$ cat src/rtl/hazard_decode_stage.sv
// hazard_decode_stage
// Decode-to-execute pipeline stage with a 2-entry (head + skid) buffer and a
// load-use interlock. The head register drives the outputs; the skid register
// absorbs one extra instruction while execute is back-pressuring.
// Optional feature: define DECODE_WB_BYPASS_EN to forward the writeback port
// into captured and held operands. Without it, operands come only from the
// register file read data and never change while held.
module hazard_decode_stage #(
    parameter int XLEN  = 32,
    parameter int PC_W  = 30,
    parameter int CTR_W = 13
) (
    input  logic             clk,
    input  logic             async_rst_n,
    input  logic             in_valid,
    output logic             in_ready,
    input  logic [31:0]      inst_in,
    input  logic [PC_W-1:0]  pc_in,
    input  logic [CTR_W-1:0] ctr_in,
    input  logic [XLEN-1:0]  rs1_data_in,
    input  logic [XLEN-1:0]  rs2_data_in,
    input  logic             wb_we,
    input  logic [4:0]       wb_rd,
    input  logic [XLEN-1:0]  wb_data,
    input  logic             ex_load_pending,
    input  logic [4:0]       ex_load_rd,
    input  logic             invalidate,
    output logic             out_valid,
    input  logic             out_ready,
    output logic [31:0]      inst_out,
    output logic [PC_W-1:0]  pc_out,
    output logic [CTR_W-1:0] ctr_out,
    output logic [XLEN-1:0]  rs1_out,
    output logic [XLEN-1:0]  rs2_out,
    output logic             hazard_stall
);

    // Head (output) entry
    logic                      r_head_valid;
    logic [31:0]               r_head_inst;
    logic [PC_W-1:0]           r_head_pc;
    logic [CTR_W-1:0]          r_head_ctr;
    logic [1:0][XLEN-1:0]      r_head_op;

    // Skid entry
    logic                      r_skid_valid;
    logic [31:0]               r_skid_inst;
    logic [PC_W-1:0]           r_skid_pc;
    logic [CTR_W-1:0]          r_skid_ctr;
    logic [1:0][XLEN-1:0]      r_skid_op;

    logic                      w_hazard;
    logic                      w_accept;
    logic                      w_pop;
    logic                      w_load_head;
    logic                      w_load_skid;
    logic                      w_move_skid;

    // Per-operand (index 0 = rs1, 1 = rs2) register fields and operand values
    logic [1:0][4:0]           w_in_rs;
    logic [1:0][4:0]           w_head_rs;
    logic [1:0][4:0]           w_skid_rs;
    logic [1:0][XLEN-1:0]      w_rf_op;
    logic [1:0][XLEN-1:0]      w_cap_op;
    logic [1:0][XLEN-1:0]      w_head_op_upd;
    logic [1:0][XLEN-1:0]      w_skid_op_upd;

    // Load-use interlock: compare against both source fields even if the
    // instruction format does not use them; a spurious stall is harmless.
    assign w_hazard = ex_load_pending && (ex_load_rd != 5'd0) &&
                      ((ex_load_rd == inst_in[19:15]) || (ex_load_rd == inst_in[24:20]));

    assign hazard_stall = in_valid && w_hazard;
    assign in_ready     = !r_skid_valid && !w_hazard;
    assign w_accept     = in_valid && in_ready && !invalidate;
    assign w_pop        = r_head_valid && out_ready;
    // Head gets the new entry if it is free or draining this cycle; a pop with
    // a full skid never coincides with an accept because in_ready is low then.
    assign w_load_head  = w_accept && (!r_head_valid || w_pop);
    assign w_load_skid  = w_accept && r_head_valid && !w_pop;
    assign w_move_skid  = w_pop && r_skid_valid;

    assign w_rf_op[0] = rs1_data_in;
    assign w_rf_op[1] = rs2_data_in;

    genvar gi;
    generate
        for (gi = 0; gi < 2; gi++) begin : g_op
            assign w_in_rs[gi]   = inst_in[15 + 5*gi +: 5];
            assign w_head_rs[gi] = r_head_inst[15 + 5*gi +: 5];
            assign w_skid_rs[gi] = r_skid_inst[15 + 5*gi +: 5];
`ifdef DECODE_WB_BYPASS_EN
            // A write to x0 never qualifies; it would otherwise clobber
            // operands of instructions that read x0.
            logic w_wb_q;
            assign w_wb_q = wb_we && (wb_rd != 5'd0);
            assign w_cap_op[gi]      = (w_wb_q && (wb_rd == w_in_rs[gi]))   ? wb_data : w_rf_op[gi];
            assign w_head_op_upd[gi] = (w_wb_q && (wb_rd == w_head_rs[gi])) ? wb_data : r_head_op[gi];
            assign w_skid_op_upd[gi] = (w_wb_q && (wb_rd == w_skid_rs[gi])) ? wb_data : r_skid_op[gi];
`else
            assign w_cap_op[gi]      = w_rf_op[gi];
            assign w_head_op_upd[gi] = r_head_op[gi];
            assign w_skid_op_upd[gi] = r_skid_op[gi];
`endif
        end
    endgenerate

`ifndef DECODE_WB_BYPASS_EN
    // Writeback port and field decodes are only consumed by the bypass path.
    logic w_unused_wb;
    assign w_unused_wb = ^{wb_we, wb_rd, wb_data, w_in_rs, w_head_rs, w_skid_rs};
`endif

    // Valid bits: flush wins over everything, otherwise track accept/pop.
    always_ff @(posedge clk or negedge async_rst_n) begin
        if (!async_rst_n) begin
            r_head_valid <= 1'b0;
            r_skid_valid <= 1'b0;
        end else if (invalidate) begin
            r_head_valid <= 1'b0;
            r_skid_valid <= 1'b0;
        end else begin
            if (w_load_head) begin
                r_head_valid <= 1'b1;
            end else if (w_pop) begin
                r_head_valid <= r_skid_valid;
            end
            if (w_load_skid) begin
                r_skid_valid <= 1'b1;
            end else if (w_pop) begin
                r_skid_valid <= 1'b0;
            end
        end
    end

    // Head payload: capture new input, promote the skid, or hold (with refresh).
    always_ff @(posedge clk or negedge async_rst_n) begin
        if (!async_rst_n) begin
            r_head_inst <= '0;
            r_head_pc   <= '0;
            r_head_ctr  <= '0;
            r_head_op   <= '0;
        end else if (w_load_head) begin
            r_head_inst <= inst_in;
            r_head_pc   <= pc_in;
            r_head_ctr  <= ctr_in;
            r_head_op   <= w_cap_op;
        end else if (w_move_skid) begin
            r_head_inst <= r_skid_inst;
            r_head_pc   <= r_skid_pc;
            r_head_ctr  <= r_skid_ctr;
            r_head_op   <= w_skid_op_upd;
        end else begin
            r_head_op   <= w_head_op_upd;
        end
    end

    // Skid payload: capture when the head is occupied and stalled, else hold.
    always_ff @(posedge clk or negedge async_rst_n) begin
        if (!async_rst_n) begin
            r_skid_inst <= '0;
            r_skid_pc   <= '0;
            r_skid_ctr  <= '0;
            r_skid_op   <= '0;
        end else if (w_load_skid) begin
            r_skid_inst <= inst_in;
            r_skid_pc   <= pc_in;
            r_skid_ctr  <= ctr_in;
            r_skid_op   <= w_cap_op;
        end else begin
            r_skid_op   <= w_skid_op_upd;
        end
    end

    assign out_valid = r_head_valid;
    assign inst_out  = r_head_inst;
    assign pc_out    = r_head_pc;
    // An empty head must look like a NOP to execute.
    assign ctr_out   = r_head_valid ? r_head_ctr : '0;
    assign rs1_out   = r_head_op[0];
    assign rs2_out   = r_head_op[1];

endmodule

$ cat config.mk
export PLATFORM = sky130hd
export DESIGN_NAME = hazard_decode_stage
export DESIGN_NICKNAME = d
export VERILOG_FILES = /design/src/rtl/hazard_decode_stage.sv
export SDC_FILE = /design/constraint.sdc
export NUM_CORES = 1
export LEC_CHECK = 0
export BUFFER_PORTS_ARGS = -buffer_cell sky130_fd_sc_hd__buf_4
export CAP_MARGIN = 20
export CORE_ASPECT_RATIO = 0.6
export CORE_UTILIZATION = 40
export CTS_BUF_LIST = sky130_fd_sc_hd__clkbuf_16
export CTS_CLUSTER_SIZE = 28
export DETAILED_ROUTE_END_ITERATION = 8
export GPL_TIMING_DRIVEN = 1
export PLACE_DENSITY = 0.68
export SYNTH_ARGS = -nofsm -noshare
export SYNTH_HDL_FRONTEND = slang
export SYNTH_SLANG_ARGS = --single-unit
$ cat constraint.sdc
create_clock -name clk -period 2.8 [get_ports clk]
set_input_delay 0.14 -clock clk [delete_from_list [all_inputs] [get_ports clk]]
set_output_delay 0.14 -clock clk [all_outputs]
set_load 0.05 [all_outputs]
Word level (Yosys, flattened, before mapping)
Cells that the tools add are included.

storage, ports and cells
  register bits = 280
  bits of input ports = 188

operators by class
  equal/unequal tests = 2
  muxes and demuxes = 15
  reductions and logical operators = 22

operators by type and width
  kind                count
  two-way mux 64 bit  2
  two-way mux 32 bit  2
  two-way mux 30 bit  2
  two-way mux 13 bit  3
  logical AND 1 bit   11
  == test 5 bit       2
  two-way mux 1 bit   6
  nonzero test 3 bit  2
  zero test 1 bit     5
  nonzero test 5 bit  1
  logical OR 1 bit    2
  nonzero test 2 bit  1

Depth between registers and ports, before layout
  depth in word-level cells = 11
  mapped depth = 7
  mapped depth without buffers = 5

Worst setup path before layout
Ideal clock, no wire load.

  path kind = flip-flop to flip-flop
  start = register r_head_valid, in the netlist out_valid
  end = register r_head_pc[18], in the netlist pc_out[18]
  setup time = 125 ps
  arrival time = 2160 ps
  required time = 2675 ps
  slack = 516 ps
  cell stages (with the launch flop) = 6
  buffers on the path = 2
  clock period less this slack = 2284 ps
  cell sequence = dfrtp_1 -> nand3_1 -> buf_1 -> clkbuf_1 -> mux2_2 -> mux2_2

on the way
  word-level cells in the longest chain between the ends = 4

ends and longest elaborated chain
  what                                                             line    RTL
  from (decl)                                                      39      logic r_head_valid;
  from (signal assigned)                                           126     r_head_valid <= r_skid_valid;
  zero test 1 bit / logical AND 1 bit (equally long branches)      79, 76
  logical OR 1 bit                                                 79      assign w_load_head = w_accept && (!r_head_valid || w_pop);
  logical AND 1 bit                                                79
  two-way mux 30 bit / nonzero test 2 bit (equally long branches)  --
  to (signal assigned)                                             145     r_head_pc <= pc_in;
  to (signal assigned)                                             150     r_head_pc <= r_skid_pc;
  to (decl)                                                        41      logic [PC_W-1:0] r_head_pc;

Several ways; a longest one is shown, not always the timed one.
A chain may end at the register's enable or synchronous reset.

Final worst setup path
  start = input inst_in[24]
  end = output hazard_stall

on the way
  word-level cells in the longest chain between the ends = 4

ends and longest elaborated chain
  what               line  RTL
  from (decl)        17    input logic [31:0] inst_in,
  == test 5 bit      71    ((ex_load_rd == inst_in[19:15]) || (ex_load_rd == inst_in[24:20]));
  logical OR 1 bit   71
  logical AND 1 bit  70    assign w_hazard = ex_load_pending && (ex_load_rd != 5'd0) &&
  logical AND 1 bit  73    assign hazard_stall = in_valid && w_hazard;
  to (decl)          35    output logic hazard_stall

Every way passes these cells.

==> impl_results.html <==
<table>
<tr><th>Metric</th><th>Value</th></tr>
<tr><th colspan="2">Run status</th></tr>
<tr><td>Outcome</td><td>completed</td></tr>
<tr><th colspan="2">Floorplanning</th></tr>
<tr><td>Vert. Die Dim</td><td>~140 µm</td></tr>
<tr><td>Initial core utilization</td><td>around 41%</td></tr>
<tr><td>Total core area</td><td>between 30,000 and 40,000 µm²</td></tr>
<tr><td>Cell row count</td><td>around 50</td></tr>
<tr><td>Horiz. Die Dim</td><td>228 µm</td></tr>
<tr><td>Io pins</td><td>between 300 and 400</td></tr>
<tr><td>Area enclosed by the die boundary</td><td>around 31,000 µm²</td></tr>
<tr><th colspan="2">STA</th></tr>
<tr><td>Crit path setup slack, layout</td><td>between 500 and 600 ps</td></tr>
<tr><td>Maximum clock rate</td><td>about 0.44 GHz</td></tr>
<tr><td>Final Hold Vio Count</td><td>0</td></tr>
<tr><td>Period minus WS final</td><td>2300 ps</td></tr>
<tr><td>Worst hold slack</td><td>206 ps</td></tr>
<tr><td>Setup violations, final</td><td>0</td></tr>
<tr><td>Setup Total Neg Slack</td><td>0 ps</td></tr>
<tr><td>Max-slew violation count</td><td>0</td></tr>
<tr><td>Slew of the pin with the lowest slew margin</td><td>slightly below 700 ps</td></tr>
<tr><td>Final clock period utilization by the worst path</td><td>around 80%</td></tr>
<tr><td>Final clock skew</td><td>between 8 and 9 ps</td></tr>
<tr><td>Normalized max-slew margin</td><td>approximately 54%</td></tr>
<tr><td>Setup repair after global routing missed its margin</td><td>no</td></tr>
<tr><th colspan="2">Route</th></tr>
<tr><td>Iteration-0 DRC count of the detailed router</td><td>around 270</td></tr>
<tr><td>Initial DRT Pass Iterations</td><td>4</td></tr>
<tr><td>Via count of the routed design</td><td>7,875</td></tr>
<tr><td>Count of antenna-violating nets left after detailed routing</td><td>0</td></tr>
<tr><td>Drt total wl</td><td>28,300 µm</td></tr>
<tr><td>Post-detailed-route via-to-cell ratio</td><td>around 4.7</td></tr>
<tr><td>DRC errors left</td><td>0</td></tr>
<tr><td>Routed wire per std cell</td><td>~17 µm</td></tr>
<tr><th colspan="2">GRT</th></tr>
<tr><td>Initial antenna violation count</td><td>1</td></tr>
<tr><td>Pin count of the biggest net entering global routing</td><td>80</td></tr>
<tr><td>Sum of overflow across all layers after global routing</td><td>0</td></tr>
<tr><td>Vias in the first global route</td><td>8,336</td></tr>
<tr><td>Global-route wire length before repair</td><td>between 40,000 and 50,000 µm</td></tr>
<tr><td>Global Route Usage Sum</td><td>a little under a fifth</td></tr>
<tr><th colspan="2">CTS</th></tr>
<tr><td>Cell at the root of the clock tree</td><td>sky130_fd_sc_hd__clkbuf_16</td></tr>
<tr><td>Clock-pin transition on the worst setup and hold timing paths</td><td>around 60 ps</td></tr>
<tr><td>Num CTS Buffers</td><td>28</td></tr>
<tr><td>Number of levels in the clock H-tree</td><td>1</td></tr>
<tr><td>Clock insertion delay at the later pin of the skew report</td><td>540 ps</td></tr>
<tr><td>CTS tree</td><td>built</td></tr>
<tr><td>Clock sink total</td><td>280</td></tr>
<tr><td>Clk buf depth</td><td>3</td></tr>
<tr><th colspan="2">Power and ir drop</th></tr>
<tr><td>Leakage</td><td>about 0.008 µW</td></tr>
<tr><td>Maximum VDD drop</td><td>just over 0.0005 V</td></tr>
<tr><td>Cell Pwr Density</td><td>approximately 800 nW/µm²</td></tr>
<tr><th colspan="2">Yosys</th></tr>
<tr><td>Async S/R FF share, synth</td><td>between 90% and 100%</td></tr>
<tr><td>Register area share after synthesis</td><td>approximately 57%</td></tr>
<tr><td>Main combinational cell family by area after synthesis</td><td>multiplexers</td></tr>
<tr><td>Simple-gate portion of the synthesized area</td><td>between 1 and 1.5%</td></tr>
<tr><td>Count of flip-flops with a built-in enable after synthesis</td><td>0</td></tr>
<tr><td>Cell area after technology mapping</td><td>between 10,000 and 15,000 µm²</td></tr>
<tr><td>Synth Area in Adders</td><td>0%</td></tr>
<tr><td>Share of synthesized area spent on multiplexers</td><td>between 30% and 40%</td></tr>
<tr><td>Post-synthesis net count</td><td>about 980</td></tr>
<tr><td>Complex-gate fraction of the synthesized area</td><td>less than 1%</td></tr>
<tr><td>Yosys warns</td><td>0</td></tr>
<tr><td>Per-instance average area after synthesis</td><td>15.5 µm²</td></tr>
<tr><td>Main synth FF type</td><td>sky130_fd_sc_hd__dfrtp_1</td></tr>
<tr><td>Register bit count reported by yosys</td><td>280</td></tr>
<tr><td>Fraction of synthesized cell area in xor and xnor cells</td><td>less than 1%</td></tr>
<tr><td>Cell count after synthesis</td><td>~790</td></tr>
<tr><td>Synth unique cells</td><td>25</td></tr>
<tr><th colspan="2">Cells and area</th></tr>
<tr><td>Footprint of the multi-input gates</td><td>5030 µm²</td></tr>
<tr><td>Register Area</td><td>~7000 µm²</td></tr>
<tr><td>Number of nets in the final layout</td><td>1,421</td></tr>
<tr><td>Area growth from synthesis to layout</td><td>42.1%</td></tr>
<tr><td>Layout cell share with drive strength beyond 1</td><td>between 50 and 60%</td></tr>
<tr><td>Number of filler instances in the final layout</td><td>~2,400</td></tr>
<tr><th colspan="2">Placement</th></tr>
<tr><td>Worst Setup Slack post-DPL</td><td>between 500 and 600 ps</td></tr>
<tr><td>Detailed placement HPWL</td><td>18,700 µm</td></tr>
<tr><td>Routability Congestion</td><td>a little under 0.8</td></tr>
<tr><td>Number of buffer cells added on primary ports</td><td>291</td></tr>
<tr><th colspan="2">Setup path</th></tr>
<tr><td>Crit path max fanout</td><td>5</td></tr>
<tr><td>Worst Setup Start Kind</td><td>input pin</td></tr>
<tr><td>Element type at the critical path end</td><td>output pin</td></tr>
<tr><td>Setup Crit Path Kind</td><td>in -&gt; out</td></tr>
<tr><td>Data arrival time at the worst-slack endpoint</td><td>~2200 ps</td></tr>
<tr><td>WP data required</td><td>approximately 2700 ps</td></tr>
<tr><th colspan="2">Min path</th></tr>
<tr><td>Type of the most critical hold path</td><td>in -&gt; async</td></tr>
<tr><th colspan="2">Flow run</th></tr>
<tr><td>Max Cap Viol</td><td>0</td></tr>
</table>
power by group:
part | switching, µW | internal (µW) | total (µW)
clock | 1530 | 2130 | 3660
sequential | 545 | 5150 | 5690
combinational | 2590 | 2000 | 4590
total | 4670 | 9270 | 13900
state kept, by name, summed over array words and instances (netlist names), 30 cells and up:
register and count:
r_skid_inst 32, rs2_out 32, inst_out 32, r_skid_pc 30, pc_out 30, r_skid_op 64
rs1_out 32
cell usage in the layout, fill, tap and decap left out, types with 5 or more instances in the layout:
| cell | Yosys | routed |
|---|---|---|
| sky130_fd_sc_hd__mux2_1 | 110 | 110 |
| sky130_fd_sc_hd__xor2_1 | 10 | 10 |
| sky130_fd_sc_hd__clkinv_1 | 0 | 5 |
| sky130_fd_sc_hd__mux2_2 | 307 | 307 |
| sky130_fd_sc_hd__dlygate4sd3_1 | 0 | 144 |
| sky130_fd_sc_hd__clkbuf_16 | 0 | 29 |
| sky130_fd_sc_hd__inv_1 | 2 | 8 |
| sky130_fd_sc_hd__buf_4 | 10 | 303 |
| sky130_fd_sc_hd__buf_12 | 0 | 12 |
| sky130_fd_sc_hd__dfrtp_1 | 280 | 280 |
| sky130_fd_sc_hd__nor2_1 | 5 | 5 |
| sky130_fd_sc_hd__and2_1 | 14 | 14 |
cell usage after synthesis, types with 2 or more instances:
library cell	count	area share (%)
sky130_fd_sc_hd__buf_4	10	0.61
sky130_fd_sc_hd__buf_2	19	0.78
sky130_fd_sc_hd__mux2_2	307	28
sky130_fd_sc_hd__clkbuf_1	15	0.46
sky130_fd_sc_hd__xor2_1	10	0.71
sky130_fd_sc_hd__o211ai_1	2	0.12
sky130_fd_sc_hd__mux2_1	110	10
sky130_fd_sc_hd__and2_1	14	0.71
sky130_fd_sc_hd__inv_1	2	0.061
sky130_fd_sc_hd__dfrtp_1	280	57
sky130_fd_sc_hd__nor3_1	2	0.082
sky130_fd_sc_hd__nor2_1	5	0.15
logic make-up (layout without fill, tap and decap cells):
| logic type | Yosys count | after routing |
|---|---|---|
| mux | 417 | 417 |
| flops | 280 | 280 |
| buf+inv | 48 | 509 |
| simple gates | 25 | 25 |
| xor+xnor | 10 | 10 |
| compound gates | 9 | 9 |
| other cells | 0 | 1 |
final timing paths:
path,start,endpoint,slack [ps],depth (start not counted)
max,inst_in[24],hazard_stall,500,8
min,async_rst_n,r_skid_inst[11],210,2
max reg2reg,out_valid,rs2_out[25],850,5
min reg2reg,r_skid_op[29],r_skid_op[29],480,1
max in group asynchronous,async_rst_n,pc_out[10],1720,3
min in group clk,in_valid,r_skid_ctr[0],270,4
critical path, stage by stage:
cell and delay [ps]:
sky130_fd_sc_hd__dlygate4sd3_1 550, sky130_fd_sc_hd__buf_4 160, sky130_fd_sc_hd__xor2_1 150, sky130_fd_sc_hd__nor3_1 60, sky130_fd_sc_hd__a22oi_1 580, sky130_fd_sc_hd__nor2_1 130
sky130_fd_sc_hd__and2_1 190, sky130_fd_sc_hd__buf_4 180
routing by layer:
metal | GRT usage [%] | vias to the layer above | part of all wire (%)
met4 | 3.13 | 0 | 1.2
met1 | 25.3 | 3931 | 47
li1 | - | 3741 | -
met3 | 5.26 | 31 | 6.0
met2 | 28.1 | 172 | 45
met5 | 0 | - | 0
through the flow:
stage,total power [µW],std cells,utilization [%],instance area [µm²]
2_1_floorplan,8700,789,-,12300
3_3_place_gp,10100,1467,50.2,15100
3_5_place_dp,10200,1467,50.2,15100
4_1_cts,14100,1658,58.0,17400
5_1_grt,14600,1659,58.0,17400
6_report,13900,1659,58.0,17400
repair_timing:
action / in CTS / in global routing
endpoints found under the hold margin: 352 / 0
hold buffers: 144 / 0
gates resized for setup: 0 / 0
setup buffers: 0 / 0
final cells by class:
| cell class | count | share of cell area (%) |
|---|---|---|
| Timing Repair Buffer | 460 | 22.8 |
| Clock buffer | 29 | 4.17 |
| Tap cell | 408 | 2.93 |
| Antenna cell | 1 | 0.0144 |
| Sequential cell | 280 | 40.2 |
| Clock inverter | 18 | 0.891 |
| Inverter | 2 | 0.0431 |
| Multi-Input combinational cell | 461 | 28.9 |
(Power assumes the default switching activity.)
